$ cat src/rtl/instruction_fetcher_pkg.sv
// Shared constants and state encoding for the instruction fetcher.
package instruction_fetcher_pkg;

    localparam int unsigned WORD_W = 32;

    localparam logic [WORD_W-1:0] RESET_PC_DEFAULT = 32'h0000_0000;

    // state | meaning
    // FETCH | look up pc in the cache, hand hits to decode
    // MISS  | word read outstanding at the memory controller
    // FILL  | write the returned word into the cache line
    typedef enum logic [1:0] {
        ST_FETCH = 2'd0,
        ST_MISS  = 2'd1,
        ST_FILL  = 2'd2
    } fetch_state_t;

endpackage

$ cat src/rtl/instruction_fetcher.sv
// Instruction fetch front end: cache lookup, miss handling through the memory
// controller, cache refill and a single-entry output register towards decode.
//
// state | meaning
// FETCH | look up pc; hit -> output slot, miss -> start memory read
// MISS  | memReq held until memDone; redirects are parked in pendFlush/pendPc
// FILL  | one-cycle cache write at missPc; word forwarded unless redirected
module instruction_fetcher
    import instruction_fetcher_pkg::*;
#(
    parameter logic [WORD_W-1:0] RESET_PC = RESET_PC_DEFAULT
) (
    input  logic              clkIn,
    input  logic              rstIn,
    input  logic              rdyIn,
    output logic [WORD_W-1:0] pcOut,
    input  logic              cacheHit,
    input  logic [WORD_W-1:0] cacheData,
    output logic              cacheWrEn,
    output logic [WORD_W-1:0] cacheWrData,
    output logic              memReq,
    output logic [WORD_W-1:0] memAddr,
    input  logic              memDone,
    input  logic [WORD_W-1:0] memData,
    output logic              instValid,
    output logic [WORD_W-1:0] instOut,
    output logic [WORD_W-1:0] instPc,
    input  logic              instReady,
    input  logic              flushIn,
    input  logic [WORD_W-1:0] flushPc
);

    localparam logic [WORD_W-1:0] WORD_MASK    = ~32'h0000_0003;
    localparam logic [WORD_W-1:0] RESET_PC_ALN = RESET_PC & WORD_MASK;

    fetch_state_t      state_q, state_d;
    logic [WORD_W-1:0] pc_q, pc_d;
    logic [WORD_W-1:0] miss_pc_q, miss_pc_d;
    logic              pend_flush_q, pend_flush_d;
    logic [WORD_W-1:0] pend_pc_q, pend_pc_d;
    logic              inst_valid_q, inst_valid_d;
    logic [WORD_W-1:0] inst_out_q, inst_out_d;
    logic [WORD_W-1:0] inst_pc_q, inst_pc_d;
    logic              mem_req_q, mem_req_d;
    logic [WORD_W-1:0] mem_addr_q, mem_addr_d;
    logic [WORD_W-1:0] cache_wr_data_q, cache_wr_data_d;

    logic [WORD_W-1:0] flush_pc_w;
    logic              slot_free;

    assign flush_pc_w = flushPc & WORD_MASK;
    assign slot_free  = !inst_valid_q || instReady;

    // Cache index follows missPc while the refill is being written.
    assign pcOut       = (state_q == ST_FILL) ? miss_pc_q : pc_q;
    assign cacheWrEn   = (state_q == ST_FILL) && rdyIn && !rstIn;
    assign cacheWrData = cache_wr_data_q;
    assign memReq      = mem_req_q;
    assign memAddr     = mem_addr_q;
    assign instValid   = inst_valid_q;
    assign instOut     = inst_out_q;
    assign instPc      = inst_pc_q;

    // Next-state and register updates; rdyIn low leaves every register as is.
    always_comb begin
        state_d         = state_q;
        pc_d            = pc_q;
        miss_pc_d       = miss_pc_q;
        pend_flush_d    = pend_flush_q;
        pend_pc_d       = pend_pc_q;
        inst_valid_d    = inst_valid_q;
        inst_out_d      = inst_out_q;
        inst_pc_d       = inst_pc_q;
        mem_req_d       = mem_req_q;
        mem_addr_d      = mem_addr_q;
        cache_wr_data_d = cache_wr_data_q;

        if (rdyIn) begin
            if (inst_valid_q && instReady) begin
                inst_valid_d = 1'b0;
            end

            case (state_q)
                ST_FETCH: begin
                    if (flushIn) begin
                        inst_valid_d = 1'b0;
                        pc_d         = flush_pc_w;
                    end else if (cacheHit) begin
                        if (slot_free) begin
                            inst_valid_d = 1'b1;
                            inst_out_d   = cacheData;
                            inst_pc_d    = pc_q;
                            pc_d         = pc_q + 32'd4;
                        end
                    end else begin
                        miss_pc_d  = pc_q;
                        mem_req_d  = 1'b1;
                        mem_addr_d = pc_q;
                        state_d    = ST_MISS;
                    end
                end

                ST_MISS: begin
                    // The read is never aborted; a redirect waits for the fill.
                    if (flushIn) begin
                        inst_valid_d = 1'b0;
                        pend_flush_d = 1'b1;
                        pend_pc_d    = flush_pc_w;
                    end
                    if (memDone) begin
                        cache_wr_data_d = memData;
                        mem_req_d       = 1'b0;
                        state_d         = ST_FILL;
                    end
                end

                ST_FILL: begin
                    state_d      = ST_FETCH;
                    pend_flush_d = 1'b0;
                    if (flushIn) begin
                        inst_valid_d = 1'b0;
                        pc_d         = flush_pc_w;
                    end else if (pend_flush_q) begin
                        pc_d = pend_pc_q;
                    end else if (slot_free) begin
                        // Forward the refilled word directly to save a lookup.
                        inst_valid_d = 1'b1;
                        inst_out_d   = cache_wr_data_q;
                        inst_pc_d    = miss_pc_q;
                        pc_d         = miss_pc_q + 32'd4;
                    end else begin
                        // Slot busy: refetch from the now-filled line later.
                        pc_d = miss_pc_q;
                    end
                end

                default: begin
                    state_d = ST_FETCH;
                end
            endcase
        end
    end

    // State register with synchronous reset that overrides rdyIn.
    always_ff @(posedge clkIn) begin
        if (rstIn) begin
            state_q         <= ST_FETCH;
            pc_q            <= RESET_PC_ALN;
            miss_pc_q       <= '0;
            pend_flush_q    <= 1'b0;
            pend_pc_q       <= '0;
            inst_valid_q    <= 1'b0;
            inst_out_q      <= '0;
            inst_pc_q       <= '0;
            mem_req_q       <= 1'b0;
            mem_addr_q      <= '0;
            cache_wr_data_q <= '0;
        end else begin
            state_q         <= state_d;
            pc_q            <= pc_d;
            miss_pc_q       <= miss_pc_d;
            pend_flush_q    <= pend_flush_d;
            pend_pc_q       <= pend_pc_d;
            inst_valid_q    <= inst_valid_d;
            inst_out_q      <= inst_out_d;
            inst_pc_q       <= inst_pc_d;
            mem_req_q       <= mem_req_d;
            mem_addr_q      <= mem_addr_d;
            cache_wr_data_q <= cache_wr_data_d;
        end
    end

endmodule

$ cat config.mk
export PLATFORM = sky130hd
export DESIGN_NAME = instruction_fetcher
export DESIGN_NICKNAME = d
export VERILOG_FILES = /design/src/rtl/instruction_fetcher_pkg.sv /design/src/rtl/instruction_fetcher.sv
export SDC_FILE = /design/constraint.sdc
export NUM_CORES = 1
export LEC_CHECK = 0
export ABC_AREA = 1
export BUFFER_PORTS_ARGS = -buffer_cell sky130_fd_sc_hd__buf_2
export CORE_MARGIN = 4
export CORE_UTILIZATION = 30
export DETAILED_ROUTE_END_ITERATION = 8
export PLACE_DENSITY = 0.61
export SETUP_SLACK_MARGIN = 0.4
export SKIP_CTS_REPAIR_TIMING = 1
export SYNTH_ARGS = -nofsm -noshare
export SYNTH_HDL_FRONTEND = slang
export SYNTH_SLANG_ARGS = --single-unit
$ cat constraint.sdc
create_clock -name clkIn -period 1.6 [get_ports clkIn]
set_clock_uncertainty 0.1 [all_clocks]
set_input_delay 0.32 -clock clkIn [delete_from_list [all_inputs] [get_ports clkIn]]
set_output_delay 0.32 -clock clkIn [all_outputs]
set_load 0.01 [all_outputs]
==> results.json <==
{
  "fillCellCount": 3089,
  "worstSetupStartpointType": "register",
  "worstHoldPathType": "input pin to register",
  "detail_route.wl_per_cell_um": 18.31,
  "gp_routability_congestion": 0.9870,
  "postLayoutCoreUtil_pct": 52.96,
  "setup_viol": 166,
  "worst-endpoint-arrival_ns": 1.81,
  "design.core.area_sq_um": 32620,
  "status": "complete, but fails checks",
  "hp-start": "memData[15]",
  "crit_path_cells": "nor2_8, buf_12, buf_8, clkbuf_16, buf_12, o21ai_4, buf_6",
  "dp.cells": 2411,
  "grt_pass1_wl_um": 65350,
  "vias": 12850,
  "timing.final.hold_violations": 4,
  "cts_tree": "built",
  "synth_top_area_share_pct": 39.24,
  "cts_num_sinks": 195,
  "worst_setup_hold_path_clk_slew_ns": 0.08,
  "routed_wirelength_um": 46420,
  "yosysWarnings": 0,
  "post_route_cells_drive_above_1_share_pct": 46.34,
  "worst_r2r_startpoint": "state_q[0]",
  "irDropWorstVdd_mv": 0.8027,
  "root_buffer": "sky130_fd_sc_hd__clkbuf_16",
  "static-leakage-power_nw": 7.787,
  "path_buf_inv": 5,
  "netlist.top_cell.by_area": "sky130_fd_sc_hd__dfxtp_1",
  "whs_ns": -0.03490,
  "clk_path_buf_depth": 2,
  "flow.area_growth_from_synthesis_pct": 73.62,
  "initial_cell_density_of_the_core_pct": 30.50,
  "cts_buffers": 17,
  "ios": 266,
  "timing.final.crit_period_ns": 2.226,
  "post-place-ws_ns": -0.2561,
  "avgViaCountPerCell": 5.068,
  "critPathKind": "register to primary output",
  "synthesis.instances": 1539,
  "drc": 0,
  "first_global_vias": 11870,
  "grt_overflow_total": 0,
  "post-dp-hpwl_um": 32070,
  "failed_checks": "negative hold slack, negative setup slack",
  "dominantRegCellSynth": "sky130_fd_sc_hd__dfxtp_1",
  "crit_path_max_fo": 5,
  "synth_area_sq_um": 9950,
  "slew_headroom_pct": 60.38,
  "die_width_um": 190.1,
  "total_power_mw": 12.64,
  "die_h_um": 190.1,
  "final-max-slew-violation-count": 0,
  "sort_of_element_at_the_end_of_the_critical_path": "primary output",
  "detailed_route_iter0_violations": 881,
  "r2r_cells": 12,
  "synth_fp_nets": 1644,
  "netlist-cell-type-count": 40,
  "worst_skew_pair.late_latency_ns": 0.46,
  "fin_crit_sh_pct": 139.1,
  "worst-endpoint-required_ns": 1.18,
  "crit_top_cell": "sky130_fd_sc_hd__buf_12",
  "final_cells": 2536,
  "synth_edf_count": 0,
  "detailedRoute.firstPassIterationCount": 5,
  "synth.yosys.seq_area_share_pct": 39.24,
  "worst_pin_slew_ns": 0.5944,
  "critPathMaxStageDelay_ns": 0.41,
  "endpoint_of_the_worst_register_to_register_path": "pc_q[14]",
  "worstHoldPathCells": 3,
  "critPathTopFamily": "buffers and inverters",
  "drtAntennaViolNets": 0,
  "layout.nets": 2185,
  "ys_top_cells_by_area": "sky130_fd_sc_hd__dfxtp_1 39%, sky130_fd_sc_hd__nand2_1 13%, sky130_fd_sc_hd__o21ai_0 12%",
  "setup_repair_after_global_routing_missed_its_margin": "yes",
  "yosys_register_bits": 195,
  "number_of_h_tree_branching_levels": 4,
  "async_flop_share_pct": 0,
  "worstHoldEndpoint": "cacheWrData[15]",
  "buffer_ports.inserted": 263,
  "avgSynthCellArea_sq_um": 6.465,
  "antenna_found_initial": 4,
  "die-area_sq_um": 36140,
  "clock.fmax_mhz": 449.3,
  "postLayoutSetupSlackWorst_ns": -0.6256,
  "ff2ff_setup_slack_ns": -0.42,
  "std_cell_rows": 66,
  "drv.max_cap_violation_count": 0,
  "slowest_stage": "sky130_fd_sc_hd__dfxtp_4",
  "grt_max_degree": 74,
  "power-per-cell-area_nw_per_um2": 731.9,
  "grt_use_total_pct": 22.77
}
-- state kept, by name, summed over array words and instances, names as in the netlist --
register,count
pend_pc_q,30
instValid,1
instPc,32
memAddr,32
pc_q,32
memReq,1
cacheWrData,32
state_q,2
pend_flush_q,1
instOut,32
-- where the power goes --
part	total [mW]	internal, mW	switching [mW]
registers	5.35	5.12	0.233
logic	2.90	1.34	1.57
clock network	4.39	2.10	2.29
total	12.6	8.56	4.09
-- routing by layer --
layer	vias up	track usage, %	part of all wire [%]
li1	6177	-	-
met1	6058	29.33	41
met2	521	37.92	48
met3	91	5.780	7.4
met4	6	6.400	3.0
met5	-	0	0.060
-- worst register-to-register path: stages, from the launching register on --
cell	delay [ns]
sky130_fd_sc_hd__dfxtp_4	0.38
sky130_fd_sc_hd__nor2_8	0.17
sky130_fd_sc_hd__buf_12	0.15
sky130_fd_sc_hd__buf_8	0.12
sky130_fd_sc_hd__clkbuf_16	0.15
sky130_fd_sc_hd__buf_12	0.13
sky130_fd_sc_hd__buf_8	0.12
sky130_fd_sc_hd__buf_6	0.10
sky130_fd_sc_hd__buf_6	0.11
sky130_fd_sc_hd__nor3_2	0.04
sky130_fd_sc_hd__nor3b_1	0.18
sky130_fd_sc_hd__nand2_1	0.07
sky130_fd_sc_hd__a21oi_1	0.12
-- stage by stage --
stage               setup TNS [ns]  instance area (sq um)  hold slack [ns]
floorplan                        0                  11000           0.2733
global placement            -22.09                  14300           0.3359
detailed placement          -25.70                  14300           0.3406
CTS                         -31.07                  14890         -0.04295
global route                -48.26                  17270       -0.0009349
finish                      -34.00                  17270         -0.03490
-- how the worst max path moves through the flow --
stage,slack [ns],from,cells past startpoint,endpoint
final,-0.63,state_q[0],7,pcOut[6]
after global routing,-0.69,state_q[1],9,pcOut[17]
after CTS,-0.70,state_q[0],4,pcOut[9]
after detailed placement,-0.26,rdyIn,10,pc_q[25]
after global placement,-0.25,instReady,12,pc_q[19]
after floorplan,0.01,memAddr[2],12,pc_q[30]
-- layout by cell type, fill, tap and decap left out, types with 40 or more instances in the layout --
| cell type | instances |
|---|---|
| sky130_fd_sc_hd__nand2_1 | 276 |
| sky130_fd_sc_hd__buf_4 | 248 |
| sky130_fd_sc_hd__buf_2 | 239 |
| sky130_fd_sc_hd__nor2_1 | 188 |
| sky130_fd_sc_hd__dfxtp_1 | 151 |
| sky130_fd_sc_hd__inv_1 | 106 |
| sky130_fd_sc_hd__o21ai_0 | 98 |
| sky130_fd_sc_hd__a21oi_1 | 79 |
| sky130_fd_sc_hd__o21ai_1 | 73 |
| sky130_fd_sc_hd__buf_6 | 55 |
| sky130_fd_sc_hd__nand3_1 | 50 |
| sky130_fd_sc_hd__a21oi_2 | 49 |
| sky130_fd_sc_hd__o21ai_2 | 40 |
-- cell usage after synthesis (8+ instances only) --
library cell and number:
sky130_fd_sc_hd__dfxtp_1 195, sky130_fd_sc_hd__nand2_1 332, sky130_fd_sc_hd__nor2_1 243, sky130_fd_sc_hd__o21ai_0 231, sky130_fd_sc_hd__a31oi_1 44, sky130_fd_sc_hd__inv_1 114, sky130_fd_sc_hd__clkbuf_1 58, sky130_fd_sc_hd__nor3_1 14
sky130_fd_sc_hd__buf_2 26, sky130_fd_sc_hd__nor2_2 8, sky130_fd_sc_hd__nand3_1 63, sky130_fd_sc_hd__nand4_1 15, sky130_fd_sc_hd__a21oi_1 131, sky130_fd_sc_hd__inv_2 9
-- area by class of cell --
type,instances,area [sq um],area share [%]
inverter,124,506.7,2.934
timing repair buffer,614,4858,28.13
antenna,1,2.502,0.01449
clock inverter,14,158.9,0.9199
multi-input combinational,1128,6739,39.01
sequential,195,4026,23.31
clock buffer,18,429.2,2.484
tap,442,553.0,3.201
-- logic make-up after synthesis --
logic type / Yosys count / share of synthesized area [%]
xor+xnor: 7 / 0.6162
fa+ha+maj: 2 / 0.2515
buf+inv: 216 / 8.765
simple gates: 692 / 28.68
compound gates: 427 / 22.45
flops: 195 / 39.24
Power figures use the tool's default switching activity.
